$ cat config.mk
export PLATFORM = sky130hd
export DESIGN_NAME = tick_period_meter
export DESIGN_NICKNAME = d
export VERILOG_FILES = /design/src/rtl/tick_period_meter.sv
export SDC_FILE = /design/constraint.sdc
export NUM_CORES = 1
export LEC_CHECK = 0
export BUFFER_PORTS_ARGS = -buffer_cell sky130_fd_sc_hd__buf_2
export CAP_MARGIN = 10
export CORE_UTILIZATION = 55
export CTS_CLUSTER_DIAMETER = 80
export DETAILED_ROUTE_END_ITERATION = 10
export GPL_ROUTABILITY_DRIVEN = 0
export PLACE_DENSITY = 0.79
export SLEW_MARGIN = 20
export SYNTH_ARGS = -nofsm -noshare
export SYNTH_HDL_FRONTEND = slang
export SYNTH_SLANG_ARGS = --single-unit
$ cat constraint.sdc
create_clock -name clk -period 5.3 [get_ports clk]
set_clock_uncertainty 0.2 [all_clocks]
set_input_delay 0 -clock clk [delete_from_list [all_inputs] [get_ports clk]]
set_output_delay 0 -clock clk [all_outputs]
set_load 0.01 [all_outputs]
$ cat src/rtl/tick_period_meter.sv
// ---------------------------------------------------------------------------
// tick_period_meter
//
// Purpose:
//   Measures the spacing between tick events from a prescaler. The result is
//   reported as a prescaler value: a tick every N+1 enabled cycles reads as N.
//   When MATCH_N consecutive intervals agree, the meter locks and publishes
//   the recovered prescaler value. A period change while locked raises err.
//   A gap that is too long to measure raises err and the meter restarts its
//   search.
//
// Parameters:
//   MATCH_N     number of consecutive equal intervals needed to lock (1..7)
//
// Ports:
//   clk         single clock, rising edge
//   reset       asynchronous active-low reset
//   en          count enable; when low all state and outputs hold
//   tick        tick stream; tick & en marks one event
//   meas        most recent measured interval (prescaler value)
//   meas_valid  1-cycle pulse when meas is updated
//   psc_out     recovered prescaler value, updated only when lock is acquired
//   lock        high while the tick period is stable
//   err         1-cycle pulse on overflow or on a period change while locked
// ---------------------------------------------------------------------------
module tick_period_meter #(
    parameter int MATCH_N = 2
) (
    input  logic       clk,
    input  logic       reset,
    input  logic       en,
    input  logic       tick,
    output logic [4:0] meas,
    output logic       meas_valid,
    output logic [4:0] psc_out,
    output logic       lock,
    output logic       err
);

    typedef enum logic [1:0] {
        HUNT    = 2'd0,
        ACQ     = 2'd1,
        CONFIRM = 2'd2,
        LOCKED  = 2'd3
    } state_t;

    localparam logic [2:0] MATCH_W = 3'(MATCH_N);

    state_t     state_q, state_d;
    logic [5:0] g_q, g_d;
    logic [4:0] cand_q, cand_d;
    logic [2:0] mc_q, mc_d;
    logic [4:0] meas_q, meas_d;
    logic       meas_valid_q, meas_valid_d;
    logic [4:0] psc_q, psc_d;
    logic       lock_q, lock_d;
    logic       err_q, err_d;

    logic       event_s;
    logic [4:0] g_low_s;
    logic [2:0] mc_inc_s;

    assign event_s  = en & tick;
    // Outside HUNT the counter never exceeds 31, so the low five bits are the
    // whole interval whenever it is measured.
    assign g_low_s  = g_q[4:0];
    assign mc_inc_s = mc_q + 3'd1;

    // Next-state logic for the measurement FSM, counters and output registers.
    always_comb begin
        state_d      = state_q;
        g_d          = g_q;
        cand_d       = cand_q;
        mc_d         = mc_q;
        meas_d       = meas_q;
        psc_d        = psc_q;
        lock_d       = lock_q;
        meas_valid_d = 1'b0;
        err_d        = 1'b0;

        if (event_s) begin
            g_d = 6'd0;
            case (state_q)
                HUNT: begin
                    // First edge only opens an interval; nothing to report yet.
                    state_d = ACQ;
                end
                ACQ: begin
                    meas_d       = g_low_s;
                    meas_valid_d = 1'b1;
                    cand_d       = g_low_s;
                    mc_d         = 3'd1;
                    if (MATCH_W == 3'd1) begin
                        lock_d  = 1'b1;
                        psc_d   = g_low_s;
                        state_d = LOCKED;
                    end else begin
                        state_d = CONFIRM;
                    end
                end
                CONFIRM: begin
                    meas_d       = g_low_s;
                    meas_valid_d = 1'b1;
                    if (g_low_s == cand_q) begin
                        mc_d = mc_inc_s;
                        if (mc_inc_s >= MATCH_W) begin
                            lock_d  = 1'b1;
                            psc_d   = cand_q;
                            state_d = LOCKED;
                        end else begin
                            state_d = CONFIRM;
                        end
                    end else begin
                        cand_d  = g_low_s;
                        mc_d    = 3'd1;
                        state_d = CONFIRM;
                    end
                end
                LOCKED: begin
                    meas_d       = g_low_s;
                    meas_valid_d = 1'b1;
                    if (g_low_s != cand_q) begin
                        // Period changed: drop lock but keep the last psc_out.
                        err_d   = 1'b1;
                        lock_d  = 1'b0;
                        cand_d  = g_low_s;
                        mc_d    = 3'd1;
                        state_d = CONFIRM;
                    end else begin
                        state_d = LOCKED;
                    end
                end
                default: begin
                    state_d = HUNT;
                    lock_d  = 1'b0;
                end
            endcase
        end else if (en) begin
            if (state_q == HUNT) begin
                // No measurement in progress: saturate instead of overflowing.
                if (g_q < 6'd32) begin
                    g_d = g_q + 6'd1;
                end else begin
                    g_d = g_q;
                end
            end else if (g_q >= 6'd31) begin
                // Interval too long to represent in five bits.
                err_d   = 1'b1;
                lock_d  = 1'b0;
                g_d     = 6'd0;
                state_d = HUNT;
            end else begin
                g_d = g_q + 6'd1;
            end
        end else begin
            state_d = state_q;
        end
    end

    // State and output registers with asynchronous active-low reset.
    always_ff @(posedge clk or negedge reset) begin
        if (!reset) begin
            state_q      <= HUNT;
            g_q          <= 6'd0;
            cand_q       <= 5'd0;
            mc_q         <= 3'd0;
            meas_q       <= 5'd0;
            meas_valid_q <= 1'b0;
            psc_q        <= 5'd0;
            lock_q       <= 1'b0;
            err_q        <= 1'b0;
        end else begin
            state_q      <= state_d;
            g_q          <= g_d;
            cand_q       <= cand_d;
            mc_q         <= mc_d;
            meas_q       <= meas_d;
            meas_valid_q <= meas_valid_d;
            psc_q        <= psc_d;
            lock_q       <= lock_d;
            err_q        <= err_d;
        end
    end

    assign meas       = meas_q;
    assign meas_valid = meas_valid_q;
    assign psc_out    = psc_q;
    assign lock       = lock_q;
    assign err        = err_q;

endmodule
==> summary.txt, run 1 <==
Status
  – Status: completed

Global routing
  – Initial antenna violation count: 0
  – Largest net degree at the start of global routing: 30
  – Global-route wire length before repair: approximately 4300 µm
  – Grt ovf: 0
  – GRT Overall Usage: 22.6%
  – Vias in the first global route: between 900 and 1000

Route
  – Initial DRC Count: 34
  – Detailed Routing Iterations Pass 1: 4
  – WL final: ~2700 µm
  – Remaining DRCs: 0
  – Antenna violation net count after detailed routing: 0
  – Via count: roughly 1000
  – Routed WL per cell: 14.0 µm
  – Vias per std cell: 5.47

Critical path
  – Critical Path Source Type: flop
  – FF-to-FF path depth: 4
  – CP required: ~5.3 ns
  – CP Class: flop to flop
  – Maximum fanout along the worst path: 9
  – R2R Path Start: state_q[1]$_DFFE_PN0P_
  – Reg2reg end: g_q[1]$_DFFE_PN0P_
  – CP endpoint kind: flop
  – Critical Path AT: approximately 2.6 ns
  – R2r setup slk: approximately 2.7 ns

Floorplanning
  – Starting Density: around 58%
  – Die ar.: around 2800 µm²
  – IO Pins: 17
  – Die extent in x: between 50 and 60 µm
  – Row cnt: 18
  – Core area: 2450 µm²
  – Die height: 52.7 µm

Final layout
  – Nets: between 150 and 200
  – Layout Area Growth over Synthesis: 15.1%
  – Final cell count without fillers: 190
  – Layout cells sized above 1: between 20% and 30%
  – Antenna diodes: 0
  – Number of fill cells: slightly below 200

CTS
  – # Post-CTS Setup Buffers: 0
  – Htree depth: 2
  – TritonCTS clock tree: yes
  – Worst-Skew Late Latency: about 0.33 ns
  – CTS sink cnt: 29
  – Clock transition at path regs: roughly 0.090 ns
  – Root Buffer: clkbuf_4
  – Clock buffer count from CTS: 5
  – CTS Buffer Depth: 2

Synth
  – Sequential share of the synthesized area: 51.4%
  – Synth top area share: just over 50%
  – Synthesized instance count: approximately 140
  – Synth warnings: 0
  – Post-synth top area cell: dfrtp_1
  – Yosys reg bits: 29
  – Syn_area_per_cell: 10.4 µm²
  – Synth area leaders: dfrtp_1 51%, nand2_1 8.8%, mux2_4 5.3%
  – Commonest cells post-synth: 33 x nand2_1, 29 x dfrtp_1, 7 x nor2_1, 7 x xnor2_1
  – Yosys cell types: 37
  – Syn Nets: 143
  – Most numerous cell in the Yosys netlist: nand2_1
  – Async S/R FF share, synth: 100%
  – Main flop type after synthesis: dfrtp_1
  – Post-synth EDFFs: 0
  – Post-Syn Area: 1410 µm²

Placement
  – Pre-CTS setup slack: 3.25 ns
  – HPWL Detailed: ~2000 µm
  – Port Buf Inserts: 16
  – Placed cells: 177

STA
  – Setup TNS: 0 ns
  – Final setup margin: roughly 2.7 ns
  – Final setup viols: 0
  – Final Critical Period: 2.62 ns
  – Max Freq: about 380 MHz
  – Slew margin rel.: roughly 38%
  – Final Slew Violations: 0
  – Hold Fails Final Rpt: 0
  – Fin crit share: between 40 and 50%
  – RSZ-0062 raised after global routing: no
  – Worst slew pin tran: 0.924 ns

Power
  – P_leak: 0.813 nW
  – Total power: slightly below 0.8 mW
  – Worst VDD drop: roughly 0.32 mV
  – Pwr dens: 481 nW/µm²

Job
  – Max-cap viol count: 0

Worst hold path
  – Hold Crit Class: input pin to async pin
==> worst max path at each step <==
stage | start | end | slack (ns)
3_3_place_gp | state_q[0]$_DFFE_PN0P_ | cand_q[0]$_DFFE_PN0P_ | 3.31
4_1_cts | state_q[1]$_DFFE_PN0P_ | g_q[1]$_DFFE_PN0P_ | 2.76
2_1_floorplan | g_q[3]$_DFFE_PN0P_ | psc_out[0]$_DFFE_PN0P_ | 3.58
6_report | state_q[1]$_DFFE_PN0P_ | g_q[1]$_DFFE_PN0P_ | 2.68
3_5_place_dp | state_q[1]$_DFFE_PN0P_ | mc_q[0]$_DFFE_PN0P_ | 3.25
5_1_grt | state_q[1]$_DFFE_PN0P_ | g_q[1]$_DFFE_PN0P_ | 2.55
==> per-stage QoR <==
| stage | utilization, % | hold WS (ns) | instance area [µm²] |
|---|---|---|---|
| after floorplan | - | -0.496 | 1410 |
| after global placement | 60.8 | -0.145 | 1490 |
| after detailed placement | 60.8 | -0.141 | 1490 |
| after CTS | 66.3 | 0.0373 | 1630 |
| after global routing | 66.3 | 0.0907 | 1630 |
| final | 66.3 | 0.0207 | 1630 |
==> cell type report <==
| type | count | area (µm²) | area share (%) |
|---|---|---|---|
| Timing Repair Buffer | 21 | 130 | 8.00 |
| Tap cell | 30 | 37.5 | 2.31 |
| Multi-Input combinational cell | 97 | 629 | 38.7 |
| Clock inverter | 1 | 30.0 | 1.85 |
| Inverter | 5 | 18.8 | 1.15 |
| Sequential cell | 29 | 726 | 44.6 |
| Clock buffer | 7 | 55.1 | 3.38 |
==> power by group <==
| group | leakage [nW] | switching, mW | internal (mW) | total (mW) |
|---|---|---|---|---|
| clock | 0.0455 | 0.0761 | 0.113 | 0.189 |
| combinational | 0.393 | 0.122 | 0.115 | 0.237 |
| sequential | 0.375 | 0.0729 | 0.284 | 0.357 |
| total | 0.813 | 0.271 | 0.512 | 0.783 |
==> cell families (layout without fill, tap and decap cells) <==
logic type      after synthesis  count (layout)  synth area share [%]
simple gates                 56              56                  19.2
xor+xnor                      8               8                  4.96
buf+inv                      10              34                  4.07
mux                           8               8                  7.62
compound gates               22              22                  10.1
flops                        29              29                  51.4
fa+ha+maj                     3               3                  2.66
==> layout by cell type (no fill, tap or decap), types with 3 or more instances in the layout <==
cell	n
a21oi_1	6
buf_2	16
clkbuf_4	5
dfrtp_1	29
dlygate4sd3_1	5
ha_1	3
inv_1	4
mux2_4	5
nand2_1	33
nand4_1	3
nor2_1	7
nor3_1	3
o21ai_0	6
xnor2_1	7
==> sequential cells by signal (all words and copies together), names as in the netlist <==
name,flops
mc_q,3
meas,5
psc_out,5
err,1
cand_q,5
state_q,2
g_q,6
meas_valid,1
lock,1
==> per-layer routing <==
layer | vias up | global-route usage [%] | part of all wire (%)
li1 | 510 | - | -
met2 | 32 | 36.1 | 48
met4 | 0 | 11.8 | 1.3
met1 | 494 | 28.1 | 47
met5 | - | 0 | 0
met3 | 4 | 5.22 | 3.8
==> repair_timing <==
action	4_1_cts	5_1_grt
endpoints found under the hold margin	38	0
endpoints found under the setup margin	0	0
hold buffers	5	0
resized for setup	0	0
==> critical path: stages (launching register included) <==
cell and delay [ns]:
dfrtp_1 0.50, o41ai_2 0.44, dlygate4sd3_1 0.68, o21ai_0 0.11, dlygate4sd3_1 0.57
No activity file was read; power rests on OpenSTA's default activity.
==> run 2: changes to the inputs <==
--- a/config.mk
+++ b/config.mk
@@ -7,11 +7,12 @@
 export LEC_CHECK = 0
 export BUFFER_PORTS_ARGS = -buffer_cell sky130_fd_sc_hd__buf_2
 export CAP_MARGIN = 10
-export CORE_UTILIZATION = 55
+export CORE_ASPECT_RATIO = 2
+export CORE_UTILIZATION = 51
 export CTS_CLUSTER_DIAMETER = 80
 export DETAILED_ROUTE_END_ITERATION = 10
 export GPL_ROUTABILITY_DRIVEN = 0
-export PLACE_DENSITY = 0.79
+export PLACE_DENSITY = 0.77
 export SLEW_MARGIN = 20
 export SYNTH_ARGS = -nofsm -noshare
 export SYNTH_HDL_FRONTEND = slang
==> constraint.sdc (replaced) <==
create_clock -name clk -period 2.4 [get_ports clk]
set_clock_uncertainty 0.2 [all_clocks]
set_input_delay 0 -clock clk [delete_from_list [all_inputs] [get_ports clk]]
set_output_delay 0 -clock clk [all_outputs]
set_load 0.01 [all_outputs]
==> run 2 against run 1 <==
Maximum frequency is 28% higher. Design area is 2.1% higher. Utilization shrank 2.5 points. First-iteration DRC count shrank 12%. Die area rose by 8.0%. Flip-flop and latch count unchanged. Power is 140% higher. Combinational power up 130%. Hold slack improved by 0.045 ns. Critical path type unchanged.
==> summary.txt, run 2 (same netlist as run 1, synthesis figures left out) <==
Final layout
  – Max reg flops: 6 (unchanged)
  – Number of fill cells: 232 (+17%)
  – Most frequent cells in the layout: 33 x nand2_1, 29 x dfrtp_1, 16 x buf_2
  – Reg with most FFs: g_q
  – Reg area: 726 µm² (unchanged)
  – Most common cell after layout, fill and taps aside: nand2_1
  – Layout cells sized above 1: 23.6% (+1.1 points)
  – Antenna diodes: 0 (unchanged)
  – Area occupied by multi-input gates: 629 µm² (unchanged)
  – Nets: 167 (+0.60%)
  – Final core utilization: 63.8% (-2.5 points)
  – Post-route design area: 1660 µm² (+2.1%)
  – Layout Area Growth over Synthesis: 17.5%

Critical path
  – Reg2reg end: g_q[0]$_DFFE_PN0P_
  – Maximum fanout along the worst path: 12 (+3)
  – Critical Path AT: 2.04 ns (-0.59 ns)
  – CP Class: flop to flop
  – CP required: 2.40 ns (-2.91 ns)
  – R2r setup slk: 0.35 ns (-2.32 ns)
  – CP endpoint kind: flop
  – Worst path buffer plus inverter count: 1 (-1)
  – Family with the most delay on the worst path: buffers and inverters
  – FF-to-FF path depth: 4 (unchanged)
  – Worst path max stage delay: 0.66 ns (-0.02 ns)
  – R2R Path Start: state_q[0]$_DFFE_PN0P_
  – Critical path's slowest cell: dlygate4sd3_1
  – Crit path cell chain: o41ai_2 -> dlygate4sd3_1 -> nand2_1 -> o21ai_0
  – Critical Path Source Type: flop

Floorplanning
  – Die height: 76.4 µm (+45%)
  – Die extent in x: 39.2 µm (-26%)
  – Die ar.: 3000 µm² (+8.0%)
  – IO Pins: 17 (unchanged)
  – Row cnt: 26 (+8)
  – Core area: 2600 µm² (+6.0%)
  – Starting Density: 54.3% (-3.3 points)

STA
  – Fin crit share: 85.2% (+36 points)
  – Final Critical Period: 2.05 ns (-0.575 ns)
  – Slew margin rel.: 58.6% (+21 points)
  – Worst slew pin tran: 0.621 ns (-0.303 ns)
  – Setup TNS: 0 ns (unchanged)
  – Hold Fails Final Rpt: 0 (unchanged)
  – Final Slew Violations: 0 (unchanged)
  – RSZ-0062 raised after global routing: no
  – Max Freq: 489 MHz (+28%)
  – Final setup margin: 0.354 ns (-2.32 ns)
  – Final setup viols: 0 (unchanged)

Global routing
  – M1 GR Usage: 26.8% (-1.3 points)
  – Grt ovf: 0 (unchanged)
  – Largest net degree at the start of global routing: 30 (unchanged)
  – Initial antenna violation count: 0 (unchanged)
  – Vias in the first global route: 1044 (+9.2%)
  – Grt peak-use layer: met2
  – GRT Overall Usage: 23.8% (+1.2 points)
  – Global-route wire length before repair: 4950 µm (+14%)
  – Grt met2 use: 39.7% (+3.6 points)
  – Met3 Use GR: 6.41% (+1.2 points)

CTS
  – Worst-Skew Late Latency: 0.28 ns (-0.05 ns)
  – Root Buffer: clkbuf_8
  – # Post-CTS Setup Buffers: 0 (unchanged)
  – Clock buffer count from CTS: 5 (unchanged)
  – Htree depth: 2 (unchanged)
  – CTS Buffer Depth: 2 (unchanged)
  – Clock transition at path regs: 0.06 ns (-0.03 ns)
  – CTS sink cnt: 29 (unchanged)
  – TritonCTS clock tree: yes

Power
  – P_leak: 0.829 nW (+1.9%)
  – Worst VDD drop: 0.905 mV (+190%)
  – Total power: 1.84 mW (+140%)
  – Pwr dens: 1110 nW/µm² (+130%)

Placement
  – HPWL Detailed: 2120 µm (+8.2%)
  – Port Buf Inserts: 16 (unchanged)
  – Pre-CTS setup slack: 0.396 ns (-2.85 ns)
  – Placed inst area: 1500 µm² (+0.84%)

Route
  – Detailed Routing Iterations Pass 1: 4 (unchanged)
  – Remaining DRCs: 0 (unchanged)
  – Antenna violation net count after detailed routing: 0 (unchanged)
  – Routed WL per cell: 15.2 µm (+8.5%)
  – Vias per std cell: 5.65 (+3.2%)
  – Initial DRC Count: 30 (-12%)
  – Via count: 1068 (+2.7%)
  – WL final: 2880 µm (+7.9%)

Worst hold path
  – Hold Crit Class: input pin to async pin

Status
  – Status: completed

Job
  – Max-cap viol count: 0 (unchanged)
## run 2: through the flow
| stage | hold WS [ns] | cells |
|---|---|---|
| after floorplan | -0.496 | 136 |
| after global placement | -0.156 | 177 |
| after detailed placement | -0.147 | 177 |
| after CTS | 0.0971 | 189 |
| after global routing | 0.139 | 189 |
| final | 0.0658 | 189 |
## run 2: repair_timing
action,CTS,global route
gates resized for setup,0,0
hold endpoints to repair,36,0
hold buffers,4,0
## run 2: layout make-up
cell class	count	share of cell area [%]
inverter	5	1.13
tap	28	2.11
clock buffer	7	5.20
timing repair buffer	22	8.14
multi-input combinational	97	37.9
sequential	29	43.7
clock inverter	1	1.81
## run 2: worst register-to-register path, stage by stage (launching register included)
cell           delay [ns]
dfrtp_1              0.51
o41ai_2              0.44
dlygate4sd3_1        0.66
nand2_1              0.07
o21ai_0              0.08
## run 2: worst max-delay path by stage
stage                           startpoint                      to  slack, ns  cells past startpoint
floorplan               g_q[3]$_DFFE_PN0P_  psc_out[0]$_DFFE_PN0P_       0.68                      6
global route            g_q[0]$_DFFE_PN0P_        lock$_DFFE_PN0P_       0.23                      6
finish              state_q[0]$_DFFE_PN0P_      g_q[0]$_DFFE_PN0P_       0.35                      4
detailed placement      g_q[0]$_DFFE_PN0P_        lock$_DFFE_PN0P_       0.40                      6
global placement        g_q[0]$_DFFE_PN0P_  state_q[0]$_DFFE_PN0P_       0.44                      6
CTS                 state_q[1]$_DFFE_PN0P_      g_q[0]$_DFFE_PN0P_       0.36                      4
## run 2: power by group
part	switching, mW	internal (mW)
clock	0.174	0.338
combinational	0.285	0.258
sequential	0.156	0.630
total	0.615	1.23
## run 2: layer usage
layer | vias up | wire length (µm)
li1 | 511 | -
met1 | 517 | 1060
met2 | 32 | 1600
met3 | 8 | 121
met4 | 0 | 86
met5 | - | 0
